`src/rtl/mips_pkg.sv`:
```
// Shared decode/write-back definitions: default widths, the hard-wired zero
// register index and the word/index types used across the operand path.
package mips_pkg;
  localparam int DEF_DATA_WIDTH = 32;
  localparam int DEF_ADDR_WIDTH = 5;
  localparam int REG_ZERO       = 0;

  typedef logic [DEF_ADDR_WIDTH-1:0] reg_addr_t;
  typedef logic [DEF_DATA_WIDTH-1:0] word_t;
endpackage

```
`src/rtl/reg_scoreboard.sv`:
```
// In-order scoreboard: one busy bit per register, set on accepted issue and
// cleared on write-back, plus the RAW/WAW stall decision.
module reg_scoreboard
  import mips_pkg::*;
#(
  parameter int ADDR_WIDTH = DEF_ADDR_WIDTH,
  parameter int NUM_REGS   = 2**ADDR_WIDTH
) (
  input  logic                  clock,
  input  logic                  reset,
  input  logic [ADDR_WIDTH-1:0] rs_addr,
  input  logic [ADDR_WIDTH-1:0] rt_addr,
  input  logic                  rs_used,
  input  logic                  rt_used,
  input  logic                  issue_valid,
  input  logic                  issue_dest_en,
  input  logic [ADDR_WIDTH-1:0] issue_dest,
  input  logic                  wb_en,
  input  logic [ADDR_WIDTH-1:0] wb_addr,
  output logic                  stall,
  output logic [NUM_REGS-1:0]   busy_mask
);
  localparam logic [ADDR_WIDTH-1:0] ZERO_IDX = ADDR_WIDTH'(REG_ZERO);

  logic [NUM_REGS-1:0] r_busy;
  logic [NUM_REGS-1:0] w_busy_nxt;
  logic                w_raw_rs;
  logic                w_raw_rt;
  logic                w_waw;
  logic                w_accept;

  // A write-back landing this cycle resolves the hazard on its register.
  assign w_raw_rs = rs_used && r_busy[rs_addr] && !(wb_en && wb_addr == rs_addr);
  assign w_raw_rt = rt_used && r_busy[rt_addr] && !(wb_en && wb_addr == rt_addr);
  assign w_waw    = issue_dest_en && r_busy[issue_dest] && !(wb_en && wb_addr == issue_dest);

  // Handshake: issue_valid requests advance; the instruction is accepted in
  // the same cycle exactly when issue_valid is high and stall is low.
  assign stall    = issue_valid && (w_raw_rs || w_raw_rt || w_waw);
  assign w_accept = issue_valid && !stall;

  always_comb begin
    w_busy_nxt = r_busy;
    if (wb_en) w_busy_nxt[wb_addr] = 1'b0;
    // Set after clear: a new producer outranks the retiring one.
    if (w_accept && issue_dest_en && issue_dest != ZERO_IDX)
      w_busy_nxt[issue_dest] = 1'b1;
  end

  always_ff @(posedge clock or posedge reset) begin
    if (reset) r_busy <= '0;
    else       r_busy <= w_busy_nxt;
  end

  assign busy_mask = r_busy;
endmodule

```
`src/rtl/id_regfile_hazard.sv`:
```
// Decode-stage register file: combinational reads with write-through bypass
// from WB, a clocked write port, and the scoreboard that generates stall.
module id_regfile_hazard
  import mips_pkg::*;
#(
  parameter int DATA_WIDTH = DEF_DATA_WIDTH,
  parameter int ADDR_WIDTH = DEF_ADDR_WIDTH,
  parameter int NUM_REGS   = 2**ADDR_WIDTH
) (
  input  logic                  clock,
  input  logic                  reset,
  input  logic [ADDR_WIDTH-1:0] rs_addr,
  input  logic [ADDR_WIDTH-1:0] rt_addr,
  input  logic                  rs_used,
  input  logic                  rt_used,
  output logic [DATA_WIDTH-1:0] rs_data,
  output logic [DATA_WIDTH-1:0] rt_data,
  input  logic                  issue_valid,
  input  logic                  issue_dest_en,
  input  logic [ADDR_WIDTH-1:0] issue_dest,
  input  logic                  wb_en,
  input  logic [ADDR_WIDTH-1:0] wb_addr,
  input  logic [DATA_WIDTH-1:0] wb_data,
  output logic                  stall,
  output logic [NUM_REGS-1:0]   busy_mask
);
  localparam logic [ADDR_WIDTH-1:0] ZERO_IDX = ADDR_WIDTH'(REG_ZERO);

  logic [DATA_WIDTH-1:0] r_regs [NUM_REGS];

  always_ff @(posedge clock or posedge reset) begin
    if (reset) begin
      for (int i = 0; i < NUM_REGS; i++) r_regs[i] <= '0;
    end else if (wb_en && wb_addr != ZERO_IDX) begin
      r_regs[wb_addr] <= wb_data;
    end
  end

  // Register 0 is forced to zero on read regardless of array contents.
  always_comb begin
    rs_data = '0;
    if (rs_addr != ZERO_IDX) begin
      if (wb_en && wb_addr == rs_addr) rs_data = wb_data;
      else                             rs_data = r_regs[rs_addr];
    end
  end

  always_comb begin
    rt_data = '0;
    if (rt_addr != ZERO_IDX) begin
      if (wb_en && wb_addr == rt_addr) rt_data = wb_data;
      else                             rt_data = r_regs[rt_addr];
    end
  end

  reg_scoreboard #(
    .ADDR_WIDTH (ADDR_WIDTH),
    .NUM_REGS   (NUM_REGS)
  ) u_scoreboard (
    .clock         (clock),
    .reset         (reset),
    .rs_addr       (rs_addr),
    .rt_addr       (rt_addr),
    .rs_used       (rs_used),
    .rt_used       (rt_used),
    .issue_valid   (issue_valid),
    .issue_dest_en (issue_dest_en),
    .issue_dest    (issue_dest),
    .wb_en         (wb_en),
    .wb_addr       (wb_addr),
    .stall         (stall),
    .busy_mask     (busy_mask)
  );
endmodule

```
`config.mk`:
```
export PLATFORM = sky130hd
export DESIGN_NAME = id_regfile_hazard
export DESIGN_NICKNAME = d
export VERILOG_FILES = /design/src/rtl/mips_pkg.sv /design/src/rtl/reg_scoreboard.sv /design/src/rtl/id_regfile_hazard.sv
export SDC_FILE = /design/constraint.sdc
export NUM_CORES = 2
export LEC_CHECK = 0
export BUFFER_PORTS_ARGS = -buffer_cell sky130_fd_sc_hd__buf_2
export CAP_MARGIN = 20
export CORE_ASPECT_RATIO = 0.9
export CORE_UTILIZATION = 30
export CTS_CLUSTER_SIZE = 10
export DETAILED_ROUTE_END_ITERATION = 8
export PLACE_DENSITY = 0.56
export SYNTH_ARGS = -nofsm -noshare
export SYNTH_HDL_FRONTEND = slang
export SYNTH_SLANG_ARGS = --single-unit
```
`constraint.sdc`:
```
create_clock -name clock -period 38.2 [get_ports clock]
set_input_delay 5.73 -clock clock [delete_from_list [all_inputs] [get_ports clock]]
set_output_delay 5.73 -clock clock [all_outputs]
set_load 0.1 [all_outputs]
```
After elaboration in Yosys (flattened, before gate mapping)

Cells that the tools add are included.

Flip-flop bits (word level): 1,056
Word-level logic and storage cells: 104

Equal/unequal tests: 3
Reduce and logical (&&, ||, !) cells: 27
Order comparisons: 10
Mux-type cells: 25
Bitwise logic cells: 6

Operators with widths:

| operator           | number |
|---|---|
| $bwmux 1024        | 1 |
| $mux 32            | 11 |
| $bmux 32 s5        | 2 |
| $demux 32 s5       | 1 |
| $and 32x32->32     | 1 |
| $not 32->32        | 1 |
| $or 32x32->32      | 1 |
| $lt 5x6->1 const B | 4 |
| $reduce_bool 5->1  | 4 |
| $ge 6x6->1 const B | 3 |
| $not 5->6          | 3 |
| $logic_and 1x1->1  | 17 |
| $bmux 1 s5         | 3 |
| $eq 5x5->1         | 3 |
| $demux 1 s5        | 2 |
| $ge 5x1->1 const B | 2 |
| $lt 6x1->1 const B | 1 |
| $mux 1             | 5 |
| $logic_not 1->1    | 4 |
| $logic_or 1x1->1   | 2 |

Depth between registers and ports, before layout

Depth in word-level cells: 12
Mapped depth: 10
Depth with buffers taken out: 6

Cells and area by module

A second synthesis with hierarchy kept.

Cells, all modules: 4,094
Area, all modules: 57,830.5 um2

Modules (own cells, without submodules):

| module            | seq. area each (um2) | instances | cells an instance | area each (um2) |
|---|---|---|---|---|
| id_regfile_hazard | 25,624.6             | 1         | 3,859             | 55,253.0 |
| reg_scoreboard    | 800.8                | 1         | 235               | 2,577.5 |

Worst setup path before layout

OpenSTA, ideal clock, no wires.

Path type: input -> output
From: input rt_addr[0]
To: output rt_data[15]
Slack: 23.130 ns
Arrival: 9.340 ns
Path buffers: 3
Stages: 7
Required time: 32.470 ns
Path through: buf_4 > buf_6 > buf_4 > mux4_2 > mux2i_1 > mux4_2 > a211oi_1

Word-level cells in the longest chain between the ends: 6

RTL lines:

| item                                        | RTL line                | RTL |
|---|---|---|
| from (decl)                                 | id_regfile_hazard.sv:13 | `input logic [ADDR_WIDTH-1:0] rt_addr,` |
| $not 5->6 (not written as such)             | id_regfile_hazard.sv:52 | `else rt_data = r_regs[rt_addr];` |
| $bmux 32 s5                                 | id_regfile_hazard.sv:52 |  |
| $mux 32 (not written as such) (2 in series) | id_regfile_hazard.sv:52 |  |
| $mux 32                                     | id_regfile_hazard.sv:51 | `if (wb_en && wb_addr == rt_addr) rt_data = wb_data;` |
| $mux 32 *                                   | id_regfile_hazard.sv:50 | `if (rt_addr != ZERO_IDX) begin` |
| to (decl)                                   | id_regfile_hazard.sv:17 | `output logic [DATA_WIDTH-1:0] rt_data,` |

Every way passes the cells marked *; elsewhere a longest branch is shown, timed or not. The select of a mux whose other input is x is not followed.

Worst setup path after layout

From: input rt_addr[0]
To: output rt_data[21]

The elaborated chain is that of the path after synthesis.

==> flow_metrics.env <==
export IMPL_crit_path_start_kind="primary input"
export IMPL_clkSinkCount=1056
export IMPL_clk_pin_slew_worst_paths_ns=0.06
export IMPL_ys_types=41
export IMPL_skew_pair_late_insertion_delay_ns=0.72
export IMPL_count_of_synthesis_stage_warnings_from_yosys=0
export IMPL_port_buffers=155
export IMPL_tritoncts="done"
export IMPL_synth_fp_nets=3746
export IMPL_synth_ff_type="dfrtp_1"
export IMPL_finalWeightedCongestion=0.820
export IMPL_worst_rel_slew_slack=0.236
export IMPL_synth_area_mux_share=0.458
export IMPL_fin_crit_sh=0.429
export IMPL_fillers=18300
export IMPL_post_cts_resize_count=0
export IMPL_fraction_of_final_layout_cells_sized_beyond_drive_strength_1=0.561
export IMPL_synth_sequential_area_ratio=0.459
export IMPL_route_final_wire_length_mm=183
export IMPL_global_route_wire_length_before_repair_mm=268
export IMPL_synth_area_mm2=0.0576
export IMPL_async_reset_ff_frac=1.00
export IMPL_syn_instance_count=3687
export IMPL_grt_setup_unrepaired="false"
export IMPL_route_vias_total=34900
export IMPL_drc_violations_left=24
export IMPL_grt_util_all_layers=0.189
export IMPL_setup_tns_ns=0
export IMPL_globalRouteOverflowTotal=0
export IMPL_synth_enable_flop_cells=0
export IMPL_timing_final_setup_violations=0
export IMPL_cts_setup_buffers=0
export IMPL_hpwl_mm=99.0
export IMPL_core_rowCount=152
export IMPL_area_fraction_in_compound_gates_after_synthesis=0.0223
export IMPL_die_area_mm2=0.194
export IMPL_detail_route_antenna_nets=0
export IMPL_worstHoldPathType="reg -> reg"
export IMPL_finish_utilization=0.335
export IMPL_outcome="complete, but fails checks"
export IMPL_synth_top_family_by_area="multiplexers"
export IMPL_final_hold_violation_count=0
export IMPL_timing_critical_path_arrival_ns=10.64
export IMPL_power_leakage_nw=26.8
export IMPL_die_width_um=464
export IMPL_first_iter_violations=3173
export IMPL_postPlaceCellArea_mm2=0.0604
export IMPL_setup_worst_path_class="in -> out"
export IMPL_route_detailed_wl_per_inst_um=29.6
export IMPL_required_time_at_the_endpoint_of_the_critical_path_ns=32.47
export IMPL_syn2layout_area_growth_pct=11.1
export IMPL_ff_latch_area_mm2=0.0264
export IMPL_irDropWorstVdd_mv=0.0435
export IMPL_dpl_cell_count=6017
export IMPL_timing_max_transition_violations_final=0
export IMPL_cts_max_level=3
export IMPL_synthXorXnorAreaFrac=0.00228
export IMPL_start_util=0.302
export IMPL_dr_pass1_iters=9
export IMPL_synth_adder_area_share=0
export IMPL_place_worst_setup_slack_ns=21.40
export IMPL_post_route_min_period_ns=16.37
export IMPL_avgSynthCellArea_um2=15.6
export IMPL_die_height_um=418
export IMPL_postCtsHoldBufs=0
export IMPL_inserted_clock_buffers=120
export IMPL_max_cap_viol_count=0
export IMPL_final_critical_path_setup_slack_ns=21.83
export IMPL_timing_critical_path_to_type="output pin"
export IMPL_first_global_vias=36500
export IMPL_final_area_mm2=0.0640
export IMPL_grt_max_degree=173
export IMPL_failed_checks="design-rule violations"
export IMPL_cell_at_the_root_of_the_clock_tree="clkbuf_16"
export IMPL_synth_seq_cells=1056
export IMPL_synth_simple_gate_area_share=0.0213
export IMPL_final_cells=6194
export IMPL_fin_nets=3662
export IMPL_maxClockFrequency_mhz=61.1
export IMPL_vias_per_cell=5.63
export IMPL_multiInputGateArea_mm2=0.0293
export IMPL_cp_max_fo=46
export IMPL_cellPowerDensity_mw_per_mm2=53.2
export IMPL_fp_coreArea_mm2=0.191
export IMPL_max_slew_worst_pin_slew_ns=1.15
export IMPL_antenna_found_initial=11
export IMPL_fin_skew_ns=0.00249
export IMPL_ctsLongestPathBuffers=3
export IMPL_num_io_pins=156
## state kept, by name, indices dropped and copies added, names as in the netlist
signal / flops
r_regs: 1024
u_scoreboard.busy_mask: 32
## synthesized netlist by cell type, types with 2 or more instances
cell	n	area, µm²
and3_1	5	31.3
nand3_1	29	145
buf_6	23	259
o21ai_0	18	90.1
xor2_1	11	96.3
nor4b_1	3	26.3
nor3_1	20	100
mux4_2	620	14000
a211oi_1	100	751
nand2_1	49	184
dfrtp_1	1056	26400
nor2b_1	23	144
a32oi_1	2	17.5
buf_1	64	240
mux2i_1	109	1090
nor2_1	87	327
o21ai_1	17	85.1
buf_2	135	676
nand3b_1	7	52.6
o31ai_1	30	225
xnor2_1	4	35.0
nor3b_1	8	60.1
mux2_2	1008	11400
o211ai_1	5	37.5
nand4_1	12	75.1
and3b_1	3	26.3
or3_1	2	12.5
a22oi_1	4	30.0
buf_4	33	248
nor4_1	2	12.5
inv_1	3	11.3
clkbuf_1	186	698
## worst max-delay path: stages
cell and delay [ns]:
buf_8 0.39, buf_4 0.72, buf_4 0.77, buf_4 0.72
mux4_2 0.35, nor2b_1 0.15, a211oi_1 0.07, a211oi_1 0.26
a211oi_1 0.10, nor3_1 0.66, buf_2 0.55
## cells in the final DEF (no fill, tap or decap), drive strengths merged, types with 20 or more instances in the layout
master / n
mux2i: 109
nand2: 49
o31ai: 31
nor2b: 23
a211oi: 100
nor3: 20
o21ai: 35
mux2: 1008
buf: 233
mux4: 620
dfrtp: 1056
nand3: 29
clkbuf: 159
nor2: 87
## logic make-up after synthesis
kind of cell,count (synthesis)
compound gates,181
xor+xnor,15
buf+inv,444
flops,1056
mux,1737
simple gates,254
## where the power goes
part	internal (mW)	total, mW	leakage [nW]	switching (mW)
Clock	0.594	1.05	1.66	0.455
Combinational	0.432	0.864	11.6	0.433
Sequential	1.33	1.49	13.6	0.156
## metal layers
layer / global-route usage / up-vias / part of all wire
met3: 0.0282 / 342 / 0.049
met4: 0.0716 / 12 / 0.036
met1: 0.253 / 19400 / 0.43
li1: - / 14200 / -
met2: 0.311 / 979 / 0.49
met5: 0 / - / 0.00042
## path summary, 6_finish.rpt
kind | startpoint | endpoint | slack, ns | cells after the start
setup reg to reg | u_scoreboard.busy_mask[8]$_DFF_PP0_ | u_scoreboard.busy_mask[27]$_DFF_PP0_ | 35.89 | 6
min in group asynchronous | reset | r_regs[891]$_DFFE_PP0P_ | 5.13 | 2
hold reg to reg | r_regs[1017]$_DFFE_PP0P_ | r_regs[1017]$_DFFE_PP0P_ | 0.39 | 0
hold / removal | r_regs[1017]$_DFFE_PP0P_ | r_regs[1017]$_DFFE_PP0P_ | 0.39 | 0
max in group asynchronous | reset | r_regs[834]$_DFFE_PP0P_ | 29.99 | 6
setup / recovery | rt_addr[0] | rt_data[21] | 21.83 | 11
## through the flow
stage | hold slack [ns] | total power, mW
global placement | 0.377 | 2.35
floorplan | 0.441 | 2.17
global route | 0.409 | 3.55
CTS | 0.396 | 3.43
detailed placement | 0.382 | 2.37
finish | 0.391 | 3.40
## layout make-up
class                           instances  share of cell area
Clock inverter                          6             0.00143
Antenna cell                            9            0.000352
Multi-Input combinational cell       2187               0.458
Inverter                                3            0.000293
Clock buffer                          157              0.0518
Sequential cell                      1056               0.413
Timing Repair Buffer                  235              0.0251
Tap cell                             2541              0.0497
Power figures use the tool's default switching activity.
